`src/rtl/we_seq_pkg.sv`:
```
// Shared types and constants for the write-enable sequence controller.
package we_seq_pkg;

  localparam int CNT_W_DEF = 32;
  localparam int RUN_W_DEF = 16;

  localparam logic [2:0] DBG_IDLE      = 3'd0;
  localparam logic [2:0] DBG_CFG_WAIT  = 3'd1;
  localparam logic [2:0] DBG_TASK_WAIT = 3'd2;
  localparam logic [2:0] DBG_GAP       = 3'd3;
  localparam logic [2:0] DBG_DONE      = 3'd4;

  typedef enum logic [2:0] {
    S_IDLE      = DBG_IDLE,
    S_CFG_WAIT  = DBG_CFG_WAIT,
    S_TASK_WAIT = DBG_TASK_WAIT,
    S_GAP       = DBG_GAP,
    S_DONE      = DBG_DONE
  } state_e;

endpackage

```
`src/rtl/we_edge_det.sv`:
```
// Rising-edge detector: registered history, edge flagged in the cycle the input rises.
module we_edge_det (
  input  logic clk,
  input  logic rst_n,
  input  logic d,
  output logic rise
);

  logic prev;

  always_ff @(posedge clk or negedge rst_n) begin
    if (!rst_n) prev <= 1'b0;
    else        prev <= d;
  end

  assign rise = d & ~prev;

endmodule

```
`src/rtl/we_seq_ctrl.sv`:
```
// Sequencer: optional SPI config, then n task runs separated by idle gaps.
// Optional watchdog on the wait states is enabled with `define WE_SEQ_TIMEOUT_EN.
module we_seq_ctrl
  import we_seq_pkg::*;
#(
  parameter int CNT_W = CNT_W_DEF,
  parameter int RUN_W = RUN_W_DEF
) (
  input  logic             clk,
  input  logic             rst_n,
  input  logic             start,
  input  logic             abort,
  input  logic             skip_config,
  input  logic [RUN_W-1:0] n_runs,
  input  logic [CNT_W-1:0] gap_cycles,
  input  logic [CNT_W-1:0] timeout_cycles,
  input  logic             done_spi,
  input  logic             done_task,
  output logic             trigger_config,
  output logic             trigger_task,
  output logic             busy,
  output logic [RUN_W-1:0] run_idx,
  output logic             seq_done,
  output logic             err_timeout,
  output logic [2:0]       state_dbg
);

  localparam logic [RUN_W-1:0] RUN_ONE = RUN_W'(1);
  localparam logic [CNT_W-1:0] CNT_ONE = CNT_W'(1);

  state_e           state;
  logic [RUN_W-1:0] n_lat;
  logic [CNT_W-1:0] gap_lat;
  logic [CNT_W-1:0] gap_cnt;
  logic             spi_rise;
  logic             task_rise;
  logic             wd_hit;
  logic [RUN_W-1:0] n_eff;
  logic [RUN_W-1:0] run_next;

  we_edge_det u_edge_spi  (.clk(clk), .rst_n(rst_n), .d(done_spi),  .rise(spi_rise));
  we_edge_det u_edge_task (.clk(clk), .rst_n(rst_n), .d(done_task), .rise(task_rise));

  assign n_eff    = (n_runs == '0) ? RUN_ONE : n_runs;
  assign run_next = run_idx + RUN_ONE;

`ifdef WE_SEQ_TIMEOUT_EN
  logic [CNT_W-1:0] tmo_lat;
  logic [CNT_W-1:0] wd_cnt;
  logic [CNT_W-1:0] wd_age;
  logic             err_q;
  logic             in_wait;

  // A trigger marks the entry cycle of a wait state, so the age restarts there.
  assign in_wait = (state == S_CFG_WAIT) || (state == S_TASK_WAIT);
  assign wd_age  = (trigger_config || trigger_task) ? '0 : wd_cnt;
  assign wd_hit  = in_wait && (tmo_lat != '0) && (wd_age == tmo_lat - CNT_ONE);

  always_ff @(posedge clk or negedge rst_n) begin
    if (!rst_n) wd_cnt <= '0;
    else if (in_wait) wd_cnt <= wd_age + CNT_ONE;
  end

  assign err_timeout = err_q;
`else
  logic unused_timeout;
  assign unused_timeout = ^timeout_cycles;
  assign wd_hit         = 1'b0;
  assign err_timeout    = 1'b0;
`endif

  always_ff @(posedge clk or negedge rst_n) begin
    if (!rst_n) begin
      state          <= S_IDLE;
      n_lat          <= '0;
      gap_lat        <= '0;
      gap_cnt        <= '0;
      run_idx        <= '0;
      trigger_config <= 1'b0;
      trigger_task   <= 1'b0;
      seq_done       <= 1'b0;
`ifdef WE_SEQ_TIMEOUT_EN
      tmo_lat        <= '0;
      err_q          <= 1'b0;
`endif
    end else begin
      trigger_config <= 1'b0;
      trigger_task   <= 1'b0;
      seq_done       <= 1'b0;
      case (state)
        S_IDLE: begin
          if (start && !abort) begin
            n_lat   <= n_eff;
            gap_lat <= gap_cycles;
            run_idx <= '0;
`ifdef WE_SEQ_TIMEOUT_EN
            tmo_lat <= timeout_cycles;
            err_q   <= 1'b0;
`endif
            if (skip_config) begin
              state        <= S_TASK_WAIT;
              trigger_task <= 1'b1;
            end else begin
              state          <= S_CFG_WAIT;
              trigger_config <= 1'b1;
            end
          end
        end
        S_DONE: state <= S_IDLE;
        default: begin
          // Abort outranks every other event in the active states.
          if (abort) begin
            state <= S_IDLE;
          end else if (state == S_CFG_WAIT) begin
            if (spi_rise) begin
              state        <= S_TASK_WAIT;
              trigger_task <= 1'b1;
            end else if (wd_hit) begin
              state <= S_IDLE;
`ifdef WE_SEQ_TIMEOUT_EN
              err_q <= 1'b1;
`endif
            end
          end else if (state == S_TASK_WAIT) begin
            if (task_rise) begin
              run_idx <= run_next;
              if (run_next == n_lat) begin
                state    <= S_DONE;
                seq_done <= 1'b1;
              end else if (gap_lat == '0) begin
                trigger_task <= 1'b1;
              end else begin
                state   <= S_GAP;
                gap_cnt <= '0;
              end
            end else if (wd_hit) begin
              state <= S_IDLE;
`ifdef WE_SEQ_TIMEOUT_EN
              err_q <= 1'b1;
`endif
            end
          end else begin
            if (gap_cnt == gap_lat - CNT_ONE) begin
              state        <= S_TASK_WAIT;
              trigger_task <= 1'b1;
            end else begin
              gap_cnt <= gap_cnt + CNT_ONE;
            end
          end
        end
      endcase
    end
  end

  assign busy      = (state != S_IDLE);
  assign state_dbg = state;

endmodule

```
`config.mk`:
```
export PLATFORM = sky130hd
export DESIGN_NAME = we_seq_ctrl
export DESIGN_NICKNAME = d
export VERILOG_FILES = /design/src/rtl/we_seq_pkg.sv /design/src/rtl/we_edge_det.sv /design/src/rtl/we_seq_ctrl.sv
export SDC_FILE = /design/constraint.sdc
export NUM_CORES = 1
export LEC_CHECK = 0
export BUFFER_PORTS_ARGS = -buffer_cell sky130_fd_sc_hd__buf_2
export CAP_MARGIN = 20
export CORE_MARGIN = 3
export CORE_UTILIZATION = 52
export CTS_CLUSTER_DIAMETER = 50
export CTS_CLUSTER_SIZE = 10
export DETAILED_ROUTE_END_ITERATION = 8
export GPL_TIMING_DRIVEN = 0
export PLACE_DENSITY = 0.77
export SLEW_MARGIN = 20
export SYNTH_ARGS = -nofsm -noshare
export SYNTH_HDL_FRONTEND = slang
export SYNTH_HIERARCHICAL = 1
export SYNTH_SLANG_ARGS = --single-unit
```
`constraint.sdc`:
```
create_clock -name clk -period 3.25 [get_ports clk]
set_input_delay 0.8125 -clock clk [delete_from_list [all_inputs] [get_ports clk]]
set_output_delay 0.8125 -clock clk [all_outputs]
set_load 0.005 [all_outputs]
```
Word level (Yosys, flattened, before mapping)
Index checks and enable logic that the tools add are counted.
{"block": "totals", "ff_bits": 104, "latchBits": 0, "out_inout_bits": 24, "in_bits": 87, "elab_cells": 93, "mem_bits_ro": 0, "mem_count": 0, "ramBits": 0}
{"block": "op_classes", "n_mul": 0, "muxes": 43, "n_lt_le_gt_ge": 0, "n_eq_ne": 15, "div": 0, "shifts": 0, "addsub": 3, "bitwise_logic": 8, "n_reduce_logical": 14}
{"op": "$mux 32", "count": 5}
{"op": "$mux 16", "count": 6}
{"op": "$add 32x1->32 const B", "count": 1}
{"op": "$eq 32x32->1", "count": 1}
{"op": "$logic_not 32->1", "count": 1}
{"op": "$pmux 16 s2", "count": 1}
{"op": "$sub 32x1->32 const B", "count": 1}
{"op": "$mux 3", "count": 9}
{"op": "$mux 1", "count": 19}
{"op": "$add 16x1->16 const B", "count": 1}
{"op": "$eq 16x16->1", "count": 1}
{"op": "$logic_not 16->1", "count": 1}
{"op": "$ne 2x2->1 const B", "count": 5}
{"op": "$ne 7x5->1 const B", "count": 1}
{"op": "$reduce_and 7->1", "count": 1}
{"op": "$ne 6x4->1 const B", "count": 1}
{"op": "$not 1->1", "count": 6}
{"op": "$pmux 3 s2", "count": 1}
{"op": "$reduce_and 6->1", "count": 1}
{"op": "$reduce_bool 6->1", "count": 1}
{"op": "$ne 5x3->1 const B", "count": 1}
{"op": "$reduce_and 5->1", "count": 1}
{"op": "$ne 2x1->1 const B", "count": 2}
{"op": "$reduce_bool 2->1", "count": 2}
{"op": "12 further kinds", "count": 13}

Depth between registers and ports, before layout
{"block": "depth", "depth_word": 8, "ltp_mapped": 14, "mapped_depth_nobuf": 11}

Cells and area by module
Netlist, hierarchy kept.
{"module": "we_seq_ctrl", "area_each_um2": 6847.8, "instances": 1, "cells_per_inst": 757}
{"module": "we_edge_det", "area_each_um2": 38.8, "instances": 2, "cells_per_inst": 2}

Worst setup path after synthesis
Ideal clock, no wire load.
{"block": "synth_path", "kind": "reg2reg", "start": "reg gap_lat[0]", "end": "reg state[1], in the netlist state_dbg[1]", "synth_period_minus_slack_ns": 3.287, "stages_incl_launch_ff": 15, "slack_ns": -0.037, "arrival_time_ns": 3.162, "setup_time_ns": 0.125, "path_cell_list": "dfrtp_1 inv_1 ha_1 nor4b_4 and3_1 buf_2 and3_1 a31oi_1 or4_1 or3_1 o21bai_2 buf_6 buf_12 nand2_4 mux2_4"}
{"block": "synth_via", "elab_chain_cells": 4}
{"item": "from (decl)", "line_no": "we_seq_ctrl.sv:33", "text": "logic [CNT_W-1:0] gap_lat;"}
{"item": "from (signal assigned)", "line_no": "we_seq_ctrl.sv:94", "text": "gap_lat <= gap_cycles;"}
{"item": "$sub 32x1->32", "line_no": "we_seq_ctrl.sv:143", "text": "if (gap_cnt == gap_lat - CNT_ONE) begin"}
{"item": "$eq 32x32->1", "line_no": "we_seq_ctrl.sv:143"}
{"item": "$reduce_bool 6->1 (no source line)"}
{"item": "$reduce_and 5->1 (no source line) (*)"}
{"item": "to (signal assigned)", "line_no": "we_seq_ctrl.sv:133", "text": "state <= S_GAP;"}
{"item": "to (signal assigned)", "line_no": "we_seq_ctrl.sv:137", "text": "state <= S_IDLE;"}
{"item": "to (signal assigned)", "line_no": "we_seq_ctrl.sv:144", "text": "state <= S_TASK_WAIT;"}
{"item": "to (decl)", "line_no": "we_seq_ctrl.sv:31", "text": "state_e state;"}
Every way passes the cells marked *; elsewhere a longest branch is shown, timed or not.
A chain may end at the register's enable or synchronous reset.

Final worst setup path
{"block": "layout_path", "start": "reg gap_lat[8]", "end": "reg state[1], in the netlist state_dbg[1]"}
Same word-level chain as after synthesis.

==> flow_summary_export.csv <==
group,metric,value,unit
timing,setup_ws,-0.101,ns
clock_tree,htreeDepth,3,
job,drv_cap,0,
synthesis,synth-edff-count,0,
timing,period_share,103,%
timing,rsz0062_at_grt,"yes",
timing,maxSlewViolCount,0,
detailed_routing,ant_nets,0,
worst_setup_path,cp_slowest_cell,"or4_4",
worst_setup_path,crit_chain,"nor4_4 > nand3_2 > or4_4 > o21a_1 > o31a_1 > or3_4 > o21bai_4 > buf_6 > buf_12 > nand2_4 > mux2_4",
timing,hold_slack,0.417,ns
worst_setup_path,critPathBufInv,2,
worst_setup_path,slowest_delay,0.55,ns
synthesis,ys_seq_area_share,37.6,%
layout,layout_common_cells,"94 x dfrtp_1, 76 x buf_2, 50 x o21ai_0, 48 x nand2_1, 48 x buf_4",
die,fp.dieW,121,µm
layout,fillers,977,
worst_setup_path,arrival,3.60,ns
pwr,irDropWorstVdd,0.490,mV
synthesis,synthArstFlopShare,100,%
worst_setup_path,crit_type,"flip-flop to flip-flop",
die,rows,41,
pwr,powerDensity,713,nW/µm²
grt,grtUsageTotal,25.4,%
placed_design,pre_cts_slack,-0.704,ns
synthesis,ys_types,73,
clock_tree,clockRootBuffer,"clkbuf_16",
clock_tree,cts_buffer_depth,2,
grt,grt_pass1_vias,6036,
clock_tree,cts.clk_slew.worst_paths,0.07,ns
layout,drive_above_1_share,33.1,%
die,fp.dieH,121,µm
placed_design,dpl.hpwl,12700,µm
clock_tree,cts-buffers-inserted,9,
detailed_routing,vias,6622,
detailed_routing,wirelength,19300,µm
detailed_routing,drtIter0Drc,691,
grt,grt_max_degree,59,
timing,hold_viol_final,0,
timing,setup_violations,15,
pwr,power.static_leakage,3.57,nW
timing,worstMarginPinSlew,0.756,ns
timing,fmax,298,MHz
placed_design,placed_cell_area,7570,µm²
die,die_area,14700,µm²
timing,slew_headroom,49.2,%
outcome,violations,"setup timing",
layout,fin_nets,985,
layout,area_growth,26.8,%
worst_setup_path,required,3.50,ns
grt,antenna_found_initial,0,
synthesis,syn_avg_cell_area,9.10,µm²
outcome,status,"finished with violations",
placed_design,port_buffers,77,
layout,diodes,0,
die,start_util,54.0,%
die,design.core.area,12800,µm²
detailed_routing,dr.pass1.iters,6,
grt,grt_pass1_wl,30200,µm
detailed_routing,drc,0,
synthesis,synth_warnings,6,
layout,multi_input_area,4440,µm²
min_path,hold_path.class,"input pin to async pin",
detailed_routing,via_per_inst,6.18,
worst_setup_path,crit_family,"simple AND/OR/NAND/NOR gates",
synthesis,syn_inst,761,
clock_tree,clk_latency,0.36,ns
layout,post-route-cell-area,8780,µm²
detailed_routing,avgRoutedWirePerCell,18.0,µm
clock_tree,clock_sinks,104,
timing,min_period,3.35,ns
layout,final_common_cell,"dfrtp_1",
synthesis,synth_flop_cell,"dfrtp_1",
worst_setup_path,endpoint_kind,"flip-flop",
clock_tree,cts_tree,"done",
synthesis,syn_area,6930,µm²
synthesis,synth_nets,851,
placed_design,gp_congestion,0.921,
timing,fin_skew,0.0134,ns
layout,regArea,2620,µm²
worst_setup_path,start_kind,"flip-flop",
worst_setup_path,cp_max_fo,8,
die,ios,111,
grt,grt_remaining_overflow,0,
synthesis,synth_seq_cells,104,
synth_stat cells (4+ instances only):
library cell  instances  area [µm²]
clkbuf_1             27         101
buf_4                 5        37.5
and2_1                4        25.0
nand4_1              19         119
or4_1                22         165
o2111ai_1             4        35.0
nand4b_1              4        35.0
nor2_1               42         158
or3_1                22         138
o31ai_1              19         143
o211ai_1              9        67.6
a31oi_1               8        50.1
and4_1                4        35.0
nor2b_1              10        62.6
buf_2                 8        40.0
xor2_1               24         210
inv_1                19        71.3
a21o_1                8        60.1
nand2_1              51         191
nand2b_1              8        50.1
and3_1               14        87.6
mux2_2               47         529
nor3b_1               4        30.0
nor3_1               20         100
a21oi_1              35         175
o21ai_0              55         275
xnor2_1              31         272
dfrtp_1             104        2600
or2_2                 6        37.5
nand3_1              36         180
nor4_1               21         131
cell type report:
type / instances / share of cell area, %
timing repair buffer: 127 / 9.48
sequential: 104 / 29.8
multi-input combinational: 592 / 50.6
clock buffer: 10 / 2.61
clock inverter: 6 / 1.05
tap: 172 / 2.45
buffer: 42 / 3.21
inverter: 19 / 0.812
sequential cells by signal, indices dropped and copies added (netlist names):
| register | count |
|---|---|
| u_edge_spi/prev | 1 |
| run_idx | 16 |
| gap_lat | 32 |
| u_edge_task/prev | 1 |
| trigger_task | 1 |
| seq_done | 1 |
| gap_cnt | 32 |
| n_lat | 16 |
| state_dbg | 3 |
| trigger_config | 1 |
power by group:
part / switching, mW / internal [mW] / total, mW / leakage, nW
logic: 1.41 / 1.41 / 2.81 / 2.11
clock network: 0.508 / 0.680 / 1.19 / 0.149
registers: 0.572 / 1.68 / 2.26 / 1.31
routing by layer:
layer | vias up | GRT usage, % | routed length [µm]
met1 | 3192 | 34.4 | 8270
met2 | 277 | 41.0 | 9310
met4 | 0 | 7.42 | 408
met5 | - | 0 | 0
li1 | 3113 | - | -
met3 | 40 | 5.64 | 1340
repair_timing:
item | in CTS | in global routing
gates resized for setup | 63 | 63
pin swaps | 25 | 20
buffers inserted | 28 | 21
setup endpoints to repair | 36 | 36
hold buffers | 0 | 0
cloned | 0 | 1
logic make-up after synthesis:
| kind of cell | Yosys count | synth area share [%] |
|---|---|---|
| xor+xnor | 56 | 7.28 |
| buf+inv | 65 | 4.39 |
| other cells | 1 | 0.0541 |
| simple gates | 309 | 26.0 |
| mux | 50 | 8.15 |
| fa+ha+maj | 3 | 0.542 |
| compound gates | 173 | 16.0 |
| flops | 104 | 37.6 |
final timing paths:
kind	depth (start not counted)	endpoint	start	slack, ns
min	1	gap_lat[8]	rst_n	0.42
min reg2reg	1	n_lat[12]	n_lat[12]	0.52
min in group clk	1	n_lat[12]	n_lat[12]	0.52
max reg2reg	11	state_dbg[1]	gap_lat[8]	-0.10
max in group asynchronous	2	run_idx[1]	rst_n	2.18
max	11	state_dbg[1]	gap_lat[8]	-0.10
worst reg2reg max path, stage by stage, from the launching register on:
cell      delay [ns]
dfrtp_1         0.54
nor4_4          0.28
nand3_2         0.21
or4_4           0.55
o21a_1          0.18
o31a_1          0.31
or3_4           0.40
o21bai_4        0.16
buf_6           0.15
buf_12          0.12
nand2_4         0.06
mux2_4          0.30
metrics by stage:
stage / instances / power, mW / util, % / TNS [ns]
after floorplan: 761 / 3.85 / - / -0.0220
after global placement: 1010 / 4.37 / 58.7 / -15.71
after detailed placement: 1011 / 4.44 / 59.0 / -16.63
after CTS: 1050 / 5.96 / 65.0 / -0.0952
after global routing: 1072 / 6.65 / 68.5 / -3.95
final: 1072 / 6.26 / 68.5 / -0.617
Power figures use the tool's default switching activity.
